`src/rtl/he_serial_tx.sv`:
```
`default_nettype none
// ============================================================================
// Module   : he_serial_tx
// Purpose  : Hamming SEC encoder with a serial, LSB-position-first frame output.
//            Define HE_SERIAL_TX_SECDED_EN to append an overall parity bit.
// Revision : 1.0  initial release
// ============================================================================
module he_serial_tx #(
    parameter int k   = 11,
    parameter int m   = 4,
    parameter int GAP = 1
) (
    input  logic         clk,
    input  logic         rst,
    input  logic [k-1:0] din,
    input  logic         dvld,
    output logic         drdy,
    output logic         sout,
    output logic         sframe,
    output logic         sbusy
);

`ifdef HE_SERIAL_TX_SECDED_EN
    localparam int c_N = k + m + 1;
`else
    localparam int c_N = k + m;
`endif
    localparam int              c_CW      = $clog2(c_N + 1);
    localparam logic [c_CW-1:0] c_LAST    = c_CW'(c_N);
    localparam logic [c_CW-1:0] c_ONE     = c_CW'(1);
    localparam logic [3:0]      c_GAP_LEN = 4'(GAP);

    typedef enum logic [1:0] {
        S_IDLE  = 2'd0,
        S_SHIFT = 2'd1,
        S_GAP   = 2'd2
    } state_t;

    state_t          r_state;
    state_t          w_next;
    logic [c_N-1:0]  r_shift;
    logic [c_N-1:0]  w_code;
    logic [c_CW-1:0] r_bit_cnt;
    logic [3:0]      r_gap_cnt;
    logic            w_last;
    logic            w_accept;

    // Bit p-1 of the result holds codeword position p.
    function automatic logic [c_N-1:0] encode(input logic [k-1:0] data);
        logic [c_N-1:0] cw;
        logic           par;
        cw = '0;
        for (int p = 1; p <= k + m; p++) begin
            // Data index = p minus one, minus the parity positions at or below p.
            if ((p & (p - 1)) != 0)
                cw[p-1] = data[p - 1 - $clog2(p + 1)];
        end
        for (int i = 0; i < m; i++) begin
            par = 1'b0;
            for (int p = 1; p <= k + m; p++) begin
                if (((p >> i) & 1) != 0)
                    par = par ^ cw[p-1];
            end
            if ((1 << i) <= k + m)
                cw[(1 << i) - 1] = par;
        end
`ifdef HE_SERIAL_TX_SECDED_EN
        cw[c_N-1] = ^cw[k+m-1:0];
`endif
        return cw;
    endfunction

    assign w_code   = encode(din);
    assign w_last   = (r_bit_cnt == c_LAST);
    assign w_accept = drdy & dvld;

    always_ff @(posedge clk or negedge rst) begin
        if (!rst) r_state <= S_IDLE;
        else      r_state <= w_next;
    end

    always_comb begin
        w_next = r_state;
        drdy   = 1'b0;
        case (r_state)
            S_IDLE: begin
                drdy = 1'b1;
                if (dvld) w_next = S_SHIFT;
            end
            S_SHIFT: begin
                if (w_last) begin
                    if (GAP > 0) begin
                        w_next = S_GAP;
                    end else begin
                        // Last bit doubles as an accept slot for gapless streaming.
                        drdy   = 1'b1;
                        w_next = dvld ? S_SHIFT : S_IDLE;
                    end
                end
            end
            S_GAP: begin
                if (r_gap_cnt == c_GAP_LEN) w_next = S_IDLE;
            end
            default: w_next = S_IDLE;
        endcase
        drdy   = drdy & rst;
        sbusy  = (r_state == S_SHIFT);
        sout   = sbusy & r_shift[0];
        sframe = sbusy & (r_bit_cnt == c_ONE);
    end

    always_ff @(posedge clk or negedge rst) begin
        if (!rst) begin
            r_shift   <= '0;
            r_bit_cnt <= '0;
            r_gap_cnt <= '0;
        end else begin
            if (w_accept) begin
                r_shift   <= w_code;
                r_bit_cnt <= c_ONE;
            end else if (r_state == S_SHIFT) begin
                r_shift   <= r_shift >> 1;
                r_bit_cnt <= w_last ? '0 : r_bit_cnt + c_ONE;
            end

            if (r_state == S_SHIFT && w_last)
                r_gap_cnt <= 4'd1;
            else if (r_state == S_GAP)
                r_gap_cnt <= (r_gap_cnt == c_GAP_LEN) ? 4'd0 : r_gap_cnt + 4'd1;
        end
    end

endmodule
`default_nettype wire

```
`config.mk`:
```
export PLATFORM = sky130hd
export DESIGN_NAME = he_serial_tx
export DESIGN_NICKNAME = d
export VERILOG_FILES = /design/src/rtl/he_serial_tx.sv
export SDC_FILE = /design/constraint.sdc
export NUM_CORES = 1
export LEC_CHECK = 0
export CAP_MARGIN = 25
export CORE_MARGIN = 1.5
export CORE_UTILIZATION = 54
export DETAILED_ROUTE_END_ITERATION = 16
export PLACE_DENSITY = 0.89
export SLEW_MARGIN = 5
export SYNTH_ARGS = -nofsm -noshare
export SYNTH_HDL_FRONTEND = slang
export SYNTH_SLANG_ARGS = --single-unit
export TNS_END_PERCENT = 5
```
`constraint.sdc`:
```
create_clock -name clk -period 2.14 [get_ports clk]
set_clock_uncertainty 0.15 [all_clocks]
set_input_delay 0.214 -clock clk [delete_from_list [all_inputs] [get_ports clk]]
set_output_delay 0.214 -clock clk [all_outputs]
set_load 0.005 [all_outputs]
```
==> key figures <==
Logic synthesis
  • Sequential area share after synthesis: 0.4329
  • Gate Count Post-Synth: 128
  • Net Count, Synth: 146
  • Ys Warns: 0
  • #FFs+latches synth: 25
  • Post-Syn Area: around 1400 sq um
  • Synth unique cells: 34
  • Mapped Avg Cell Area: approximately 11 sq um

Power and ir drop
  • Clk network pwr share: 0.124
  • Static leakage: 0.0007874 uW
  • NetSw: 615.3 uW
  • P_int: around 1100 uW
  • Sequential share of power: 0.444
  • Comb power frac: 0.432
  • Switching Share: 0.3571
  • Maximum vdd drop: slightly above 0.7 mV
  • PwrDens: 994.3 nW/um^2

Floorplan
  • Initial core utilization: 0.5781
  • Die Height: between 50 and 60 microns
  • Row cnt: 18
  • I/O pins: 18
  • Die Width: roughly 55 microns
  • Core area: approximately 2500 sq um
  • Die area: around 3000 sq um

Final layout
  • # diodes: 0
  • Final-stage net count: 169
  • FILL cells: about 180
  • Fraction of layout cells with a size suffix above 1: 0.1333
  • Most common cell after layout, fill and taps aside: dfrtp_1
  • Most frequent cells in the layout: 24 x dfrtp_1, 17 x nand2_1, 16 x mux2i_1, 16 x clkdlybuf4s50_1, 11 x o21ai_0
  • Multi-input combinational cell area: around 800 sq um
  • Syn-to-layout area delta: 19.91%
  • FF+latch area: between 600 and 700 sq um

Drt
  • DRC errors left: 0
  • Post-DRT Antenna Nets: 0
  • Via count: 1,000
  • Routed wire length: between 2000 and 3000 microns
  • Drt first pass iters: 4
  • WL/cell: ~15 microns
  • Vias per cell: approximately 5.6
  • Initial drt markers: 18

GRT
  • Pin count of the biggest net entering global routing: 22
  • Initial antenna violation count: 0
  • First-pass GRT wire length: around 4500 microns
  • Vias in the first global route: roughly 1,100
  • Grt ovf: 0
  • Total track usage: 0.2154

STA
  • Final hold violation count: 0
  • Final setup TNS: 0 ns
  • FMAX: just under 500 MHz
  • Period utilization: 0.9427
  • RSZ-0062 raised after global routing: false
  • # setup viols final: 0
  • Final Critical Period: ~2.0 ns
  • Max-slew headroom: 0.7720
  • Pin slew with the least headroom to its limit: around 0.34 ns
  • Slew Limit Fails: 0
  • Post-route setup slack: 0.1225 ns

Hold path
  • Hold Crit Class: in -> async

Place
  • RePlAce Congestion: between 0.7 and 0.8
  • Port bufs: 17
  • Setup WS pre-CTS: ~0.19 ns
  • Post-DP HPWL: roughly 2000 microns

Clocking
  • CTS Buf Count: 3
  • # clock sinks: 25
  • Latest clock arrival within the worst-skew pair: roughly 0.32 ns
  • # H-tree levels: 1
  • Clock root cell: clkbuf_4
  • CTS tree: built
  • Clk slew on worst S/H paths: approximately 0.14 ns
  • Max Root-Sink Buffers: 2

Run
  • Max Cap Viol: 0

Setup path
  • CP cell instances: nand2b_4 > inv_4 > and2_1 > clkdlybuf4s50_1
  • CP max stage delay: about 0.5 ns
  • Capture point of the worst reg-to-reg path: r_shift[7]
  • WP data arrival: roughly 1.7 ns
  • R2R Setup Slk: 0.44 ns
  • Setup CP Type: reg -> out
  • Crit-path slowest cell: clkdlybuf4s50_1
  • R2R depth: 4
  • Max FO, Critical Path: 7
  • CP startpoint kind: flop
  • Worst r2r src: r_state[0]
  • CP required: around 1.8 ns
  • Setup crit end kind: output pin

Run status
  • Outcome: completed
how the worst max path moves through the flow:
stage | depth (start not counted) | to | from | slack (ns)
after floorplan | 3 | r_shift[7] | r_state[0] | 0.61
after global placement | 4 | r_shift[0] | din[10] | 0.22
after detailed placement | 4 | r_shift[0] | din[10] | 0.19
after CTS | 4 | sout | r_state[1] | 0.02
after global routing | 3 | drdy | r_state[1] | 0.04
final | 4 | sout | r_state[1] | 0.12
per-layer routing:
metal / vias to the layer above / GRT usage / part of all wire
met5: - / 0 / 0
met4: 0 / 0.07917 / 0.0050
met3: 2 / 0.03279 / 0.018
met2: 10 / 0.3651 / 0.49
met1: 492 / 0.2759 / 0.48
li1: 496 / - / -
cells by family after synthesis:
family / Yosys count / share of synthesized area
AO/OA/AOI/OAI: 21 / 0.09177
XOR/XNOR: 14 / 0.1533
adder cells (fa/ha/maj): 4 / 0.03463
buffers and inverters: 8 / 0.02511
flip-flops: 25 / 0.4329
multiplexers: 18 / 0.1264
AND/OR/NAND/NOR: 38 / 0.1359
synthesized netlist by cell type (all sizes together):
cell type  number  area (sq um)
dfrtp          25         625.6
nand2          17         63.81
mux2i          16         160.2
o21ai          11         55.05
xnor2           5         43.79
xnor3           5         112.6
ha              4         50.05
buf             3         17.52
inv             3         11.26
nand2b          3         18.77
nor2            3         11.26
a211oi          2         15.01
a31o            2         17.52
clkbuf          2         7.510
mux2            2         22.52
nand3           2         10.01
nand3b          2         15.01
nor3            2         10.01
nor3b           2         15.01
o211ai          2         15.01
xor2            2         17.52
xor3            2         47.55
a211o           1         8.760
a21oi           1         5.000
and2            1         6.260
and3            1         6.260
and4bb          1         12.51
nand4           1         6.260
nor4b           1         8.760
o21bai          1         7.510
o2bb2ai         1         8.760
or2             1         6.260
or3             1         6.260
power groups by stage:
stage                     Combinational (uW)  Sequential, uW  Clock, uW
final                                    745             764        214
after detailed placement                 717             763          0
after global routing                     830             786        242
after global placement                   693             750          0
after CTS                                738             758        222
after floorplan                          521             725          0
state kept, by name, summed over array words and instances (netlist names):
register / cells
r_shift: 15
r_bit_cnt: 4
r_gap_cnt: 4
r_state: 2
through the flow:
step,total power (uW),hold WS [ns],utilization,cell area (sq um),instances
2_1_floorplan,1246,-0.2316,-,1445,128
4_1_cts,1718,0.1139,0.6892,1723,180
3_5_place_dp,1481,0.3761,0.6712,1678,175
5_1_grt,1858,0.1088,0.6932,1733,180
3_3_place_gp,1443,0.3621,0.6712,1678,175
6_report,1723,0.1164,0.6932,1733,180
cell type report:
type / count / area share
Clock buffer: 3 / 0.01300
Clock inverter: 1 / 0.002888
Inverter: 3 / 0.007942
Multi-Input combinational cell: 95 / 0.4599
Sequential cell: 25 / 0.3617
Tap cell: 30 / 0.02166
Timing Repair Buffer: 23 / 0.1329
repair_timing:
item | in CTS | in global routing
setup buffers | 1 | 0
resized for setup | 4 | 3
cloned | 0 | 0
setup endpoints to repair | 3 | 2
hold buffers | 0 | 0
worst max-delay path, delay by kind of cell, from the launching register on:
kind          cells  cell delay (ns)
buf+inv           2             0.61
flops             1             0.41
simple gates      2             0.32
Power figures use the tool's default switching activity.
